`src/rtl/string_scan.sv`:
```
// Column scanner for a packed character string feeding a font ROM / LED driver.
// Optional leading-space skipping is enabled by defining STRING_SCAN_SKIP_BLANK_EN.
module string_scan #(
  parameter int NCHARS = 11,
  parameter int CW     = 7,
  parameter int COLS   = 5
) (
  input  logic                 clk,
  input  logic                 reset,
  input  logic                 start,
  input  logic [NCHARS*CW-1:0] str,
  input  logic                 ready,
  output logic                 valid,
  output logic [CW-1:0]        char,
  output logic [3:0]           char_idx,
  output logic [2:0]           col,
  output logic                 gap,
  output logic                 busy,
  output logic                 done
);

  typedef enum logic [1:0] {
    IDLE = 2'd0,
    SEND = 2'd1,
    DONE = 2'd2
  } state_t;

  localparam logic [2:0] LAST_COL = 3'(COLS);
  localparam logic [3:0] LAST_IDX = 4'(NCHARS - 1);

  state_t               state_r;
  logic [NCHARS*CW-1:0] snap_r;
  logic [CW-1:0]        next_char_s;

  // Character idx of a packed string; char 0 sits in the most significant slot.
  function automatic logic [CW-1:0] char_at(input logic [NCHARS*CW-1:0] s,
                                            input logic [3:0]           idx);
    logic [NCHARS*CW-1:0] sh;
    sh = s << (idx * CW);
    return sh[NCHARS*CW-1 -: CW];
  endfunction

`ifdef STRING_SCAN_SKIP_BLANK_EN
  function automatic logic is_blank(input logic [CW-1:0] c);
    return c == CW'(7'h20);
  endfunction
`endif

  // Character that follows the current one in the snapshot.
  always_comb begin
    next_char_s = char_at(snap_r, char_idx + 4'd1);
  end

  // Scan state machine with registered outputs.
  always_ff @(posedge clk) begin
    if (reset) begin
      state_r  <= IDLE;
      snap_r   <= {(NCHARS*CW){1'b0}};
      valid    <= 1'b0;
      char     <= {CW{1'b0}};
      char_idx <= 4'd0;
      col      <= 3'd0;
      gap      <= 1'b0;
      busy     <= 1'b0;
      done     <= 1'b0;
    end else begin
      case (state_r)
        IDLE: begin
          done <= 1'b0;
          gap  <= 1'b0;
          if (start) begin
            state_r  <= SEND;
            snap_r   <= str;
            busy     <= 1'b1;
            char_idx <= 4'd0;
            col      <= 3'd0;
            char     <= char_at(str, 4'd0);
`ifdef STRING_SCAN_SKIP_BLANK_EN
            valid    <= !is_blank(char_at(str, 4'd0));
`else
            valid    <= 1'b1;
`endif
          end else begin
            valid <= 1'b0;
            busy  <= 1'b0;
          end
        end
        SEND: begin
          if (valid && ready) begin
            if (col != LAST_COL) begin
              col <= col + 3'd1;
              gap <= (col + 3'd1) == LAST_COL;
            end else if (char_idx != LAST_IDX) begin
              char_idx <= char_idx + 4'd1;
              col      <= 3'd0;
              gap      <= 1'b0;
              char     <= next_char_s;
            end else begin
              state_r <= DONE;
              valid   <= 1'b0;
              gap     <= 1'b0;
              busy    <= 1'b0;
              done    <= 1'b1;
            end
          end
`ifdef STRING_SCAN_SKIP_BLANK_EN
          // valid is only low in SEND while stepping over leading spaces.
          else if (!valid) begin
            if (char_idx == LAST_IDX) begin
              state_r <= DONE;
              busy    <= 1'b0;
              done    <= 1'b1;
            end else begin
              char_idx <= char_idx + 4'd1;
              char     <= next_char_s;
              valid    <= !is_blank(next_char_s);
            end
          end
`endif
          else begin
            state_r <= SEND;
          end
        end
        DONE: begin
          state_r <= IDLE;
          done    <= 1'b0;
          valid   <= 1'b0;
          busy    <= 1'b0;
        end
        default: begin
          state_r <= IDLE;
          valid   <= 1'b0;
          busy    <= 1'b0;
          done    <= 1'b0;
          gap     <= 1'b0;
        end
      endcase
    end
  end

endmodule
```
`config.mk`:
```
export PLATFORM = sky130hd
export DESIGN_NAME = string_scan
export DESIGN_NICKNAME = d
export VERILOG_FILES = /design/src/rtl/string_scan.sv
export SDC_FILE = /design/constraint.sdc
export NUM_CORES = 1
export LEC_CHECK = 0
export BUFFER_PORTS_ARGS = -buffer_cell sky130_fd_sc_hd__buf_2
export CORE_ASPECT_RATIO = 0.8
export CORE_MARGIN = 2
export CORE_UTILIZATION = 51
export CTS_CLUSTER_SIZE = 25
export DETAILED_ROUTE_END_ITERATION = 8
export PLACE_DENSITY = 0.73
export RECOVER_POWER = 100
export REMOVE_ABC_BUFFERS = 1
export SLEW_MARGIN = 10
export SYNTH_ARGS = -nofsm -noshare
export SYNTH_HDL_FRONTEND = slang
export SYNTH_SLANG_ARGS = --single-unit
```
`constraint.sdc`:
```
create_clock -name clk -period 6.8 [get_ports clk]
set_clock_uncertainty 0.05 [all_clocks]
set_input_delay 1.02 -clock clk [delete_from_list [all_inputs] [get_ports clk]]
set_output_delay 1.02 -clock clk [all_outputs]
set_load 0.02 [all_outputs]
```
After elaboration in Yosys (flattened, before gate mapping) --
Cells that the tools add are included.
Word-level totals: ROM bits 0, bits in writable memories 0, output and inout port bits 18, input bits 81, flip-flop bits (word level) 96, logic and storage cells 68, latch bits 0, memories kept 0
Cells by class: div/mod/pow operators 0, equal/unequal tests 13, reductions and logical operators 11, add/sub/neg operators 2, $lt $le $gt $ge 0, shifts and indexed selects 1, muxes and demuxes 28, bitwise logic cells 4, multipliers 1
Operators by type and width (count):
- << shifter 77 x 7 -> 77 bit | 1
- two-way mux 7 bit | 4
- two-way mux 4 bit | 4
- one-hot mux 7 bit (2 select lines) | 1
- two-way mux 3 bit | 4
- inequality test 3 bit, second input constant | 4
- inequality test 2 bit, second input constant | 5
- AND reduction 3 bit | 3
- two-way mux 2 bit | 4
- one-hot mux 4 bit (2 select lines) | 1
- multiplier 4 x 3 -> 7 bit, second input constant | 1
- two-way mux 1 bit | 6
- one-hot mux 3 bit (2 select lines) | 1
- AND reduction 5 bit | 1
- adder 4 x 1 -> 4 bit, second input constant | 1
- inequality test 4 bit, second input constant | 1
- inverter 1 bit | 4
- one-hot mux 1 bit (2 select lines) | 2
- one-hot mux 2 bit (2 select lines) | 1
- AND reduction 2 bit | 2
- AND reduction 4 bit | 1
- adder 3 x 1 -> 3 bit, second input constant | 1
- == test 3 bit, second input constant | 1
- == test 2 x 1 -> 1 bit, second input constant | 1
- other kinds (5) | 5

Depth between registers and ports, before layout --
depth after elaboration 7, gate-level depth with buffers 20, depth with buffers taken out 12

Worst setup path after synthesis --
OpenSTA, ideal clock, no wires.
path type register to register, start register char_idx[0], end register char[6], buffers on the path 9, path slack 1692 ps, data arrival time 4938 ps, cell stages (with the launch flop) 21, cell sequence dfxtp_1 -> buf_6 -> buf_12 -> buf_12 -> buf_2 -> inv_1 -> ha_1 -> buf_4 -> buf_4 -> buf_4 -> buf_2 -> inv_1 -> fa_1 -> ha_1 -> a21oi_1 -> xor2_1 -> buf_2 -> mux4_2 -> mux2i_1 -> mux2i_1 -> a211o_1
Between the ends: word-level cells in the longest chain between the ends 7, elaborated cells between the ends (all ways) 10, those cells by class add/sub (1); mul (1); eq/ne (2); shift (1); mux (4); reduce/logical (1)
RTL lines:
- from (decl) | RTL line 15 | output logic [3:0] char_idx,
- from (signal assigned) | RTL line 94 | char_idx <= char_idx + 4'd1;
- adder 4 x 1 -> 4 bit | RTL line 51 | next_char_s = char_at(snap_r, char_idx + 4'd1);
- multiplier 4 x 3 -> 7 bit | RTL line 39 | sh = s << (idx * CW);
- << shifter 77 x 7 -> 77 bit | RTL line 39
- two-way mux 7 bit | RTL line 93 | end else if (char_idx != LAST_IDX) begin
- two-way mux 7 bit | RTL line 90 | if (col != LAST_COL) begin
- two-way mux 7 bit | RTL line 89 | if (valid && ready) begin
- one-hot mux 7 bit (2 select lines) | RTL line 67 | case (state_r)
- to (signal assigned) | RTL line 60 | char <= {CW{1'b0}};
- to (signal assigned) | RTL line 77 | char <= char_at(str, 4'd0);
- to (signal assigned) | RTL line 97 | char <= next_char_s;
- to (decl) | RTL line 14 | output logic [CW-1:0] char,
Several ways; a longest one is shown, not always the timed one. The select of a mux whose other input is x is not followed. A chain may end at the register's enable or synchronous reset.

Final worst setup path --
Same ends and word-level chain as after synthesis.

==> impl_metrics.toml <==
[clock_network]
post-cts-setup-buffers = 0
cts-hold-fix-buffers = 0
clockRootBuffer = "clkbuf_16"
ctsResizeCount = 0
cts.sinks = 96
cts.clk_slew.worst_paths_ps = 70
clock_latency_ps = 360
tritoncts = "built"
htreeDepth = 3
cts-buffers-inserted = 9
clk_path_buf_depth = 2

[sta]
drv_slew = 44
hold_viol = 0
rsz0062_at_grt = "no"
setup_viol = 0
max_freq_ghz = 0.1889
worst_pin_slew_ps = 1661
fin_crit_sh_pct = 77.86
slew_headroom_pct = -10.71
fin_crit_ps = 5294

[yosys]
yosys.cell_types.count = 61
syn_inst = 765
yosys-top-cells-area = "dfxtp_1, mux4_2, nand2_1"
ys_warn_count = 0
async_reset_ff_share_pct = 0
synth_top_cell_area_share_pct = 26.82
synth.avg_cell_area_um2 = 9.368
synthFlopType = "dfxtp_1"
syn_area_um2 = 7167
synth_top_area_cell = "dfxtp_1"
synth-seq-area-share_pct = 26.82
ys_seq_elements = 96
synth-edff-count = 0

[critical_path]
crit_path_end_kind = "flip-flop"
worst-r2r-setup-slack_ps = 1510
critPathKind = "flip-flop to flip-flop"
worstPathArrival_ps = 5490
reg2reg_depth = 12
path_max_fanout = 45
required_ps = 6990
start_kind = "flip-flop"

[routing]
vias = 6244
drc = 0
drt_wl_total_um = 19350
first_pass_iters = 5
drt.antenna.violating_nets = 0
wl_per_cell_um = 19.39
drtIter0Drc = 540
viasPerCell = 6.257

[grt]
grt_overflow = 0
grt_pass1_wl_um = 31030
grt_max_degree = 78
antenna_found_initial = 0
grtUsageTotal_pct = 26.78
grt_pass1_vias = 5687

[placement]
place_hpwl_um = 13900
portBuffers = 98
gp_congestion = 0.9701

[floorplanning]
die_x_um = 136.5
initial_core_util_pct = 52.52
core_area_um2 = 13650
rows = 38
dieArea_um2 = 15020
die_h_um = 110.0
pin_count = 99

[power_and_ir_drop]
swShare_pct = 29.83
p_leak_nw = 3.086
netSwitchingPower_w = 0.0004347
power_frac_seq_pct = 43.9
p_total_w = 0.001457
p_clk_share_pct = 36.0
power_density_nw_per_um2 = 184.8
combPwrFrac_pct = 20.1
max-vdd-ir-drop_mv = 0.1263
intPower_w = 0.001023

[run]
maxCapViolations = 1

[finish]
final_common_cell = "nand2_1"
finish.utilization_pct = 57.78
antenna_cells = 0
area_growth_pct = 10.02
fillerInstances = 1223
layout.nets = 905
layout_common_cells = "nand2_1, a21oi_1, dfxtp_1"
drive_above_1_share_pct = 23.11

[hold_path]
holdPathStages = 2
hp-class = "flip-flop to flip-flop"

[status]
violations = "capacitance limit, slew limit"
status = "finished, violations left"
-- power by group through the flow --
stage               Combinational [W]  Sequential [W]  Clock, W
detailed placement           0.000291        0.000651         0
global placement             0.000286        0.000647         0
CTS                          0.000293        0.000638  0.000539
finish                       0.000292        0.000640  0.000525
global route                 0.000319        0.000645  0.000562
floorplan                    0.000204        0.000643         0
-- worst paths after layout --
| path | startpoint | to |
|---|---|---|
| setup / recovery | char_idx[0]$_SDFFE_PP0P_ | char[6]$_SDFFE_PP0P_ |
| hold / removal | snap_r[75]$_SDFFE_PP0P_ | snap_r[75]$_SDFFE_PP0P_ |
| setup reg to reg | char_idx[0]$_SDFFE_PP0P_ | char[6]$_SDFFE_PP0P_ |
| hold reg to reg | snap_r[75]$_SDFFE_PP0P_ | snap_r[75]$_SDFFE_PP0P_ |
-- final cells by class --
| class | count | area (µm²) | area share (%) |
|---|---|---|---|
| tap | 180 | 225.2 | 2.856 |
| multi-input combinational | 593 | 4883 | 61.93 |
| sequential | 96 | 1926 | 24.42 |
| inverter | 7 | 26.28 | 0.3332 |
| clock buffer | 9 | 225.2 | 2.856 |
| clock inverter | 6 | 73.82 | 0.9362 |
| timing repair buffer | 107 | 525.5 | 6.665 |
-- Yosys cell counts, drive strengths merged (8+ instances only) --
cell type,n
a21oi,101
mux4,86
nand2,191
nor3,9
o21ai,13
buf,30
mux2i,34
a22oi,10
clkbuf,39
nor2,34
ha,8
dfxtp,96
mux2,8
-- metrics by stage --
stage               std cells  cell area (µm²)  setup TNS (ps)  worst slack [ps]  hold slack (ps)
finish                    998             7885               0              1506            444.1
global route              998             7885               0              1094            475.7
CTS                       998             7920               0              1844            437.9
detailed placement        983             7621               0              1836            422.4
global placement          983             7621               0              2000            412.2
floorplan                 696             6812          -17730             -2896            377.1
-- state kept, by name, indices dropped and copies added, names as in the netlist --
| signal | count |
|---|---|
| snap_r | 77 |
| char | 7 |
| char_idx | 4 |
| col | 3 |
| state_r | 2 |
| busy | 1 |
| done | 1 |
| gap | 1 |
-- layer usage --
metal	up-vias	routed length (µm)	GRT usage, %
met3	29	1366	6.356
li1	2930	-	-
met5	-	0	0
met2	251	8422	39.68
met4	0	340	6.622
met1	3034	9222	39.64
-- critical path: stages (launching register included) --
cell and delay [ps]:
dfxtp_4 780, inv_1 320, ha_4 770, inv_1 170
fa_1 510, ha_1 310, a21oi_1 380, xor2_1 190
clkbuf_1 460, mux4_2 580, mux2i_1 210, mux2i_1 130
a211o_1 300
-- logic make-up (layout without fill, tap and decap cells) --
group	Yosys count	count (layout)	synth area share, %
xor+xnor	11	11	1.711
compound gates	170	170	14.25
flops	96	96	26.82
simple gates	274	274	16.13
buf+inv	76	129	5.325
fa+ha+maj	10	10	1.955
mux	128	128	33.82
Note: power is estimated with default switching activity, not from simulation.
